<file path="config.mk">
export PLATFORM = sky130hd
export DESIGN_NAME = ring_pattern_receiver
export DESIGN_NICKNAME = d
export VERILOG_FILES = /design/src/rtl/ring_rx_pkg.sv /design/src/rtl/ring_rx_mod_counter.sv /design/src/rtl/ring_pattern_receiver.sv
export SDC_FILE = /design/constraint.sdc
export NUM_CORES = 1
export LEC_CHECK = 0
export ABC_AREA = 0
export BUFFER_PORTS_ARGS = -buffer_cell sky130_fd_sc_hd__buf_4
export CORE_UTILIZATION = 45
export CTS_CLUSTER_DIAMETER = 100
export DETAILED_ROUTE_END_ITERATION = 7
export PLACE_DENSITY = 0.73
export SLEW_MARGIN = 20
export SYNTH_ARGS = -nofsm -noshare
export SYNTH_HDL_FRONTEND = slang
export SYNTH_SLANG_ARGS = --single-unit
</file>
<file path="constraint.sdc">
create_clock -name clockpulse -period 1.5 [get_ports clockpulse]
set_clock_uncertainty 0.05 [all_clocks]
set_input_delay 0 -clock clockpulse [delete_from_list [all_inputs] [get_ports clockpulse]]
set_output_delay 0 -clock clockpulse [all_outputs]
set_load 0.03 [all_outputs]
</file>
<file path="src/rtl/ring_rx_pkg.sv">
// ---------------------------------------------------------------------------
// ring_rx_pkg
// Shared constants, state encoding and helpers for the ring pattern receiver.
//   RX_WIDTH      : serial word length in bits
//   RX_ERR_MAX    : saturation value of the mismatch counter
//   RX_LOSS_WORDS : consecutive mismatched words that drop lock
// Configuration macro used by the receiver: RING_RX_ERRCNT_EN
// ---------------------------------------------------------------------------
package ring_rx_pkg;

    localparam int RX_WIDTH      = 5;
    localparam int RX_ERR_MAX    = 255;
    localparam int RX_LOSS_WORDS = 2;

    typedef enum logic {
        HUNT   = 1'b0,
        LOCKED = 1'b1
    } rx_state_e;

    // Saturating 8-bit increment: holds once value reaches limit.
    function automatic logic [7:0] sat_inc8(input logic [7:0] value,
                                            input logic [7:0] limit);
        logic [7:0] result;
        if (value >= limit) begin
            result = value;
        end else begin
            result = value + 8'd1;
        end
        return result;
    endfunction

endpackage

</file>
<file path="src/rtl/ring_rx_mod_counter.sv">
// ---------------------------------------------------------------------------
// ring_rx_mod_counter
// Modulo-N up counter with count enable and asynchronous clear. Counts
// 0..N-1 and wraps; tc is high while the count sits at N-1, so the caller
// sees the terminal count on the same cycle that the wrap is enabled.
// Ports:
//   clk   in  1  rising-edge clock
//   clear in  1  asynchronous active-high clear (count -> 0)
//   en    in  1  advance the count this cycle
//   tc    out 1  count == N-1 (decoded from the count register)
// ---------------------------------------------------------------------------
module ring_rx_mod_counter #(
    parameter int N = 5
) (
    input  logic clk,
    input  logic clear,
    input  logic en,
    output logic tc
);

    localparam int            W    = (N > 1) ? $clog2(N) : 1;
    localparam logic [W-1:0]  LAST = W'(N - 1);

    logic [W-1:0] count_r;
    logic [W-1:0] count_next_s;

    assign tc = (count_r == LAST);

    // Next count: wrap at terminal count, hold when not enabled.
    always_comb begin
        count_next_s = count_r;
        if (en) begin
            if (tc) begin
                count_next_s = {W{1'b0}};
            end else begin
                count_next_s = count_r + W'(1'b1);
            end
        end else begin
            count_next_s = count_r;
        end
    end

    // Count register with asynchronous clear.
    always_ff @(posedge clk or posedge clear) begin
        if (clear) begin
            count_r <= {W{1'b0}};
        end else begin
            count_r <= count_next_s;
        end
    end

endmodule

</file>
<file path="src/rtl/ring_pattern_receiver.sv">
// ---------------------------------------------------------------------------
// ring_pattern_receiver
// Serial receiver for the circular shift register link. Samples serialIn
// (MSB of each word first) on every enabled clockpulse, slides a WIDTH-bit
// window until it equals reference (HUNT), then frames words every WIDTH
// enabled cycles (LOCKED), publishing each one on word/wordValid.
//
// Optional feature (macro RING_RX_ERRCNT_EN):
//   defined     : errorCount counts mismatched words while locked
//                 (saturating at ERR_MAX); LOSS_WORDS consecutive
//                 mismatches drop back to HUNT.
//   not defined : errorCount is 8'd0, no counter flops, LOCKED only
//                 leaves through clear.
//
// Ports:
//   clockpulse in  1      rising-edge clock
//   clear      in  1      asynchronous active-high reset
//   enable     in  1      sample serialIn this cycle; low holds all state
//   serialIn   in  1      serial bit stream, MSB first
//   reference  in  WIDTH  expected word, sampled at each compare
//   word       out WIDTH  last assembled word (registered)
//   wordValid  out 1      one-cycle pulse when word updates
//   locked     out 1      receiver is in LOCKED
//   errorCount out 8      mismatched words while locked (saturating)
// ---------------------------------------------------------------------------
module ring_pattern_receiver
    import ring_rx_pkg::*;
#(
    parameter int WIDTH = RX_WIDTH
`ifdef RING_RX_ERRCNT_EN
    ,
    parameter int ERR_MAX    = RX_ERR_MAX,
    parameter int LOSS_WORDS = RX_LOSS_WORDS
`endif
) (
    input  logic             clockpulse,
    input  logic             clear,
    input  logic             enable,
    input  logic             serialIn,
    input  logic [WIDTH-1:0] reference,
    output logic [WIDTH-1:0] word,
    output logic             wordValid,
    output logic             locked,
    output logic [7:0]       errorCount
);

    localparam int                FILL_W   = $clog2(WIDTH);
    localparam logic [FILL_W-1:0] FILL_MAX = FILL_W'(WIDTH - 1);

    // Only the WIDTH-1 most recent bits are stored; the live serialIn bit
    // completes the window, so a compare sees the bit being sampled now.
    logic [WIDTH-2:0] hist_r;
    logic [WIDTH-1:0] window_s;
    logic             match_s;

    rx_state_e        state_r;
    rx_state_e        state_next_s;
    logic [FILL_W-1:0] fill_r;
    logic [FILL_W-1:0] fill_next_s;
    logic [WIDTH-1:0] word_r;
    logic [WIDTH-1:0] word_next_s;
    logic             valid_r;
    logic             valid_next_s;
    logic             bit_en_s;
    logic             bit_tc_s;

`ifdef RING_RX_ERRCNT_EN
    localparam int MISS_W = $clog2(LOSS_WORDS + 1);

    logic [MISS_W-1:0] miss_r;
    logic [MISS_W-1:0] miss_next_s;
    logic [7:0]        err_r;
    logic [7:0]        err_next_s;
`endif

    assign window_s = {hist_r, serialIn};
    assign match_s  = (window_s == reference);

    // The bit counter only runs while locked. Lock is entered with it at
    // zero and only lost on its wrap, so it is always zero during HUNT.
    assign bit_en_s = enable && (state_r == LOCKED);

    ring_rx_mod_counter #(
        .N (WIDTH)
    ) u_bit_count (
        .clk   (clockpulse),
        .clear (clear),
        .en    (bit_en_s),
        .tc    (bit_tc_s)
    );

    // Serial history register: shifts one bit per enabled cycle.
    always_ff @(posedge clockpulse or posedge clear) begin
        if (clear) begin
            hist_r <= {(WIDTH-1){1'b0}};
        end else if (enable) begin
            hist_r <= window_s[WIDTH-2:0];
        end else begin
            hist_r <= hist_r;
        end
    end

    // Hunt/lock next-state and registered-output next values.
    always_comb begin
        state_next_s = state_r;
        fill_next_s  = fill_r;
        word_next_s  = word_r;
        valid_next_s = 1'b0;
`ifdef RING_RX_ERRCNT_EN
        miss_next_s  = miss_r;
        err_next_s   = err_r;
`endif
        case (state_r)
            HUNT: begin
                if (enable) begin
                    if (fill_r == FILL_MAX) begin
                        // Window is full: slide one bit per cycle until it matches.
                        if (match_s) begin
                            state_next_s = LOCKED;
                            word_next_s  = window_s;
                            valid_next_s = 1'b1;
`ifdef RING_RX_ERRCNT_EN
                            miss_next_s  = {MISS_W{1'b0}};
`endif
                        end else begin
                            state_next_s = HUNT;
                        end
                    end else begin
                        fill_next_s = fill_r + FILL_W'(1'b1);
                    end
                end else begin
                    state_next_s = HUNT;
                end
            end
            LOCKED: begin
                if (enable && bit_tc_s) begin
                    word_next_s  = window_s;
                    valid_next_s = 1'b1;
`ifdef RING_RX_ERRCNT_EN
                    if (match_s) begin
                        miss_next_s = {MISS_W{1'b0}};
                    end else begin
                        err_next_s = sat_inc8(err_r, 8'(ERR_MAX));
                        if ((int'(miss_r) + 32'sd1) >= LOSS_WORDS) begin
                            // Lock lost on this compare; errorCount is kept.
                            state_next_s = HUNT;
                            fill_next_s  = {FILL_W{1'b0}};
                            miss_next_s  = {MISS_W{1'b0}};
                        end else begin
                            miss_next_s = miss_r + MISS_W'(1'b1);
                        end
                    end
`endif
                end else begin
                    state_next_s = LOCKED;
                end
            end
            default: begin
                state_next_s = HUNT;
            end
        endcase
    end

    // State, fill count and word output registers.
    always_ff @(posedge clockpulse or posedge clear) begin
        if (clear) begin
            state_r <= HUNT;
            fill_r  <= {FILL_W{1'b0}};
            word_r  <= {WIDTH{1'b0}};
            valid_r <= 1'b0;
        end else begin
            state_r <= state_next_s;
            fill_r  <= fill_next_s;
            word_r  <= word_next_s;
            valid_r <= valid_next_s;
        end
    end

`ifdef RING_RX_ERRCNT_EN
    // Mismatch tracking registers.
    always_ff @(posedge clockpulse or posedge clear) begin
        if (clear) begin
            miss_r <= {MISS_W{1'b0}};
            err_r  <= 8'd0;
        end else begin
            miss_r <= miss_next_s;
            err_r  <= err_next_s;
        end
    end

    assign errorCount = err_r;
`else
    assign errorCount = 8'd0;
`endif

    assign word      = word_r;
    assign wordValid = valid_r;
    assign locked    = (state_r == LOCKED);

endmodule
</file>
After elaboration in Yosys (flattened, before gate mapping)
Index checks and enable logic that the tools add are counted.
{"block": "classes", "n_eq_ne": 7, "magnitude_cmp": 0, "div": 0, "shift": 0, "bitwise_logic": 2, "n_mul": 0, "addsub": 2, "reduce_logical": 4, "mux": 12}
{"op": "$mux W5", "count": 4}
{"op": "$pmux W5 S2", "count": 1}
{"op": "$add A3 B1 Y3 const B", "count": 2}
{"op": "$eq A3 B3 Y1 const B", "count": 2}
{"op": "$ne A2 B2 Y1 const B", "count": 3}
{"op": "$eq A5 B5 Y1", "count": 1}
{"op": "$mux W1", "count": 4}
{"op": "$pmux W1 S2", "count": 2}
{"op": "$reduce_and A4 Y1", "count": 1}
{"op": "$mux W3", "count": 1}
{"op": "$reduce_and A3 Y1", "count": 1}
{"op": "$logic_and A1 B1 Y1", "count": 2}
{"op": "$ne A2 B1 Y1 const B", "count": 1}
{"op": "$not A1 Y1", "count": 2}
{"block": "totals", "ramBits": 0, "in_bits": 9, "latch_bits": 0, "out_inout_bits": 15, "word_cells": 33, "regBits": 17, "romBits": 0, "n_memories": 0}

Depth between registers and ports, before layout
{"block": "depth", "ltp_word": 5, "ltp_mapped": 6, "depth_no_buf": 6}

Cells and area by module
From an unflattened synthesis, not the netlist that was laid out.
{"block": "hier_totals", "hier_cells": 76, "area_unflattened_um2": 868.3}
{"mod": "ring_pattern_receiver", "cells_per_inst": 59, "area_each_um2": 705.7, "instances": 1, "seq_area_each_um2": 350.3}
{"mod": "ring_rx_mod_counter", "cells_per_inst": 17, "area_each_um2": 162.7, "instances": 1, "seq_area_each_um2": 75.1}

Worst setup path before layout
OpenSTA, ideal clock, no wires.
{"block": "synth_timing", "path_type": "reg2reg", "startpoint": "register state_r, in the netlist locked", "endpoint": "register word_r[0], in the netlist word[0]", "synth_period_minus_slack_ns": 1.579, "n_path_buf": 0, "arrival_time_ns": 1.404, "required_time_ns": 1.325, "slack_ns": -0.079, "path_stages_with_launch": 4, "setup_time_ns": 0.125, "cell_sequence": "dfrtp_1 -> and2b_1 -> a31oi_4 -> mux2_2"}
{"block": "synth_between", "elab_chain_len": 3, "elab_cells_between_ends": 7, "classes_between": "eq/ne (4); mux (1); bitwise (1); reduce/logical (1)"}
{"element": "start, declared", "line": "ring_pattern_receiver.sv:56", "text": "rx_state_e state_r;"}
{"element": "start signal, assigned", "line": "ring_pattern_receiver.sv:172", "text": "state_r <= state_next_s;"}
{"element": "$not A1 Y1 (no source line)"}
{"element": "$ne A2 B2 Y1 (no source line)"}
{"element": "$reduce_and A4 Y1 (no source line)"}
{"element": "end signal, assigned", "line": "ring_pattern_receiver.sv:169", "text": "word_r <= {WIDTH{1'b0}};"}
{"element": "end signal, assigned", "line": "ring_pattern_receiver.sv:174", "text": "word_r <= word_next_s;"}
{"element": "end, declared", "line": "ring_pattern_receiver.sv:60", "text": "logic [WIDTH-1:0] word_r;"}
Parallel ways exist; a longest one is shown, timed or not.
A chain may end at the register's enable or synchronous reset.

Worst setup path in the final report
{"block": "layout_timing", "startpoint": "register hist_r[3]", "endpoint": "register word_r[2], in the netlist word[2]"}
{"block": "layout_between", "elab_chain_len": 3}
{"element": "start, declared", "line": "ring_pattern_receiver.sv:52", "text": "logic [WIDTH-2:0] hist_r;"}
{"element": "start signal, assigned", "line": "ring_pattern_receiver.sv:95", "text": "hist_r <= {(WIDTH-1){1'b0}};"}
{"element": "start signal, assigned", "line": "ring_pattern_receiver.sv:97", "text": "hist_r <= window_s[WIDTH-2:0];"}
{"element": "start signal, assigned", "line": "ring_pattern_receiver.sv:99", "text": "hist_r <= hist_r;"}
{"element": "$eq A5 B5 Y1", "line": "ring_pattern_receiver.sv:77", "text": "assign match_s = (window_s == reference);"}
{"element": "$ne A2 B2 Y1 (no source line)"}
{"element": "$reduce_and A4 Y1 (no source line)"}
No other way between the ends.

==> flow_summary.rst <==
.. list-table::
   :header-rows: 1

   * - Metric
     - Value
   * - Worst-path fanout max
     - 6
   * - Transition at the pin with the smallest max-transition slack
     - 0.624 ns
   * - Top Metal Used
     - met4
   * - Layout cell share with drive strength beyond 1
     - between 40 and 50%
   * - Nets
     - approximately 120
   * - Via count of the routed design
     - just under 600
   * - Post-route met1 wirelength
     - 595 µm
   * - Category of the worst setup path launch point
     - register
   * - DIE HEIGHT
     - 46.1 µm
   * - Total Routed Length
     - about 1.5 mm
   * - Worst-Skew Late Latency
     - 0.28 ns
   * - Proportion of synthesized chip area in sequential cells
     - between 40% and 50%
   * - Met2 layer wire length in the routed design
     - 790 µm
   * - Core area
     - 0.00178 mm²
   * - Leading cell types in the layout, fill and taps excluded
     - sky130_fd_sc_hd__buf_4 (23), sky130_fd_sc_hd__dfrtp_1 (16), sky130_fd_sc_hd__mux2_2 (10)
   * - Detailed placement HPWL
     - 1.15 mm
   * - Final hold violations
     - 0
   * - Min-delay worst type
     - primary input to register
   * - Worst path required time
     - approximately 1.6 ns
   * - Maximum number of buffers from clock root to sink
     - 2
   * - Post-Synthesis Cell Area
     - just under 900 µm²
   * - H-Tree Depth
     - 1
   * - Kind of capture point of the worst setup path
     - register
   * - Synth cell types
     - 18
   * - Total of flip-flops plus latches after synthesis
     - 17
   * - TritonRoute pass-1 iters
     - 4
   * - Aggregate global routing overflow
     - 0
   * - Failing checks
     - negative setup slack
   * - Total clock buffers created by CTS
     - 3
   * - Post-route fraction of the period consumed by the critical path
     - 107%
   * - Run status
     - finished, violations left
   * - TritonCTS clock tree
     - built
   * - Unrepaired setup endpoints after global routing
     - true
   * - Buffers on Ports
     - 15
   * - Worst path arrival time
     - 1.73 ns
   * - Final antenna diode count
     - 0
   * - Area of the die
     - about 0.0021 mm²
   * - Post-synthesis average cell area
     - 11.4 µm²
   * - Root buffer cell
     - sky130_fd_sc_hd__clkbuf_4
   * - Number of DRC violations after detailed routing
     - 0
   * - Fillers
     - 155
   * - Total length of routed met3 wires
     - about 57 µm
   * - Number of warning messages in the yosys log
     - 0
   * - Final TNS setup
     - -0.509 ns
   * - Row Count
     - 15
   * - Starting utilization of the core area
     - around half
   * - Maximum number of pins on one net before global-route repair
     - 18
   * - IR drop worst, VDD
     - 0.00114 V
   * - Power density cells
     - approximately 1500 mW/mm²
   * - Worst Setup Path Type
     - register to register
   * - Iteration-0 DRC count of the detailed router
     - 21
   * - Area used by multi-input combinational logic
     - a little under 400 µm²
   * - CTS clk-pin slew, worst paths
     - around 0.09 ns
   * - Pins Over Slew Limit
     - 0
   * - Reported leakage power
     - 0.567 nW
   * - Leading cell type in the layout, fill and taps excluded
     - sky130_fd_sc_hd__buf_4
   * - Tot GR Track Use
     - around 18%
   * - Final critical-path setup slack
     - -0.106 ns
   * - Worst relative slew slack
     - between 50% and 60%
   * - Remaining antenna violation count after routing
     - 0
   * - Final weighted congestion in routability-driven placement
     - 0.699
   * - Detailed-route wire length per cell
     - roughly 11 µm
   * - Vias in the first global route
     - around 600
   * - Final worst path period need
     - 1.61 ns
   * - Highest clock rate
     - between 600 and 700 MHz
   * - Number of violations of the max-capacitance limit
     - 0
   * - I/O pins
     - 24
   * - Register Area
     - 427 µm²
   * - Setup violations, final
     - 5
   * - Die outline width
     - between 40 and 50 µm
   * - Global-route wire length before repair
     - around 2.6 mm
   * - Vias per inst
     - approximately 4.5
   * - Post-Syn Instances
     - 77
   * - Clock sink total
     - 17
   * - Antenna violations before repair
     - 0
   * - Post-layout power
     - approximately 0.0017 W
   * - Relative area change from synthesis to final layout
     - 26.9%
-- synth_stat cells --
library cell              count  share of area (%)
sky130_fd_sc_hd__a31oi_4      1                2.4
sky130_fd_sc_hd__inv_1        7                3.0
sky130_fd_sc_hd__nand2_1      7                3.0
sky130_fd_sc_hd__ha_1         4                5.7
sky130_fd_sc_hd__mux2_2      10                 13
sky130_fd_sc_hd__xor2_1       5                5.0
sky130_fd_sc_hd__buf_4        8                6.9
sky130_fd_sc_hd__conb_1       1               0.43
sky130_fd_sc_hd__and2b_1      1               0.86
sky130_fd_sc_hd__a21oi_1      2                1.1
sky130_fd_sc_hd__nor2_1       4                1.7
sky130_fd_sc_hd__xnor2_1      1                1.0
sky130_fd_sc_hd__o21ai_0      4                2.3
sky130_fd_sc_hd__nor4_4       1                2.4
sky130_fd_sc_hd__nand3_1      2                1.1
sky130_fd_sc_hd__dfrtp_1     17                 49
sky130_fd_sc_hd__buf_2        1               0.57
sky130_fd_sc_hd__a31o_2       1                1.0
-- through the flow --
stage	cells	util, %	area [µm²]	hold slack [ns]	setup slack (ns)
after global placement	121	57.8	1030	0.0603	-0.0327
after global routing	130	62.3	1110	0.283	-0.146
after detailed placement	121	57.8	1030	0.0727	-0.111
final	130	62.3	1110	0.249	-0.106
after floorplan	84	-	906	-0.124	-0.00355
after CTS	128	61.3	1090	0.249	-0.111
-- sequential cells by signal, indices dropped and copies added, names as in the netlist --
register	cells
fill_r	3
u_bit_count.count_r	3
wordValid	1
hist_r	4
locked	1
word	5
-- layer usage --
metal	global-route usage (%)	vias up
met5	0	-
met4	7.06	0
met3	3.92	2
met2	30.7	15
met1	21.4	280
li1	-	290
-- area by class of cell --
class                   instances  area share (%)
repair buffers                 26            18.2
inverters                       7            2.36
clock buffers                   4            2.36
flip-flops and latches         17            38.4
multi-input cells              51            35.8
well taps                      25            2.82
-- power breakdown --
| part | switching [W] | internal [W] |
|---|---|---|
| Combinational | 0.000406 | 0.000359 |
| Clock | 0.000134 | 0.000103 |
| Sequential | 0.000102 | 0.000607 |
| Total | 0.000642 | 0.00107 |
-- cells by family (layout without fill, tap and decap cells) --
logic type | after synthesis | after routing | share of synthesized area (%)
compound gates | 8 | 8 | 6.86
xor+xnor | 6 | 6 | 6.00
fa+ha+maj | 4 | 4 | 5.71
buf+inv | 16 | 37 | 10.4
flops | 17 | 17 | 48.6
mux | 10 | 10 | 12.9
other cells | 1 | 8 | 0.428
simple gates | 15 | 15 | 9.14
-- final timing paths --
| kind | cells after the start | from | slack (ns) | end |
|---|---|---|---|---|
| max in group asynchronous | 3 | clear | 0.67 | locked |
| max | 4 | hist_r[3] | -0.11 | word[2] |
| min reg2reg | 1 | u_bit_count.count_r[2] | 0.44 | u_bit_count.count_r[2] |
| min | 4 | reference[3] | 0.25 | locked |
| max reg2reg | 4 | hist_r[3] | -0.11 | word[2] |
| min in group asynchronous | 3 | clear | 0.30 | fill_r[2] |
-- critical path, stage by stage, from the launching register on --
cell                      delay [ns]
sky130_fd_sc_hd__dfrtp_1        0.43
sky130_fd_sc_hd__xor2_2         0.17
sky130_fd_sc_hd__nor4_4         0.36
sky130_fd_sc_hd__a31oi_4        0.18
sky130_fd_sc_hd__mux2_2         0.30
-- what timing repair did --
item,in CTS,in global routing
hold buffers,3,0
pin swaps,1,0
setup buffers,0,2
hold endpoints to repair,21,0
setup endpoints to repair,5,5
resized for setup,1,1
No activity file was read; power rests on OpenSTA's default activity.
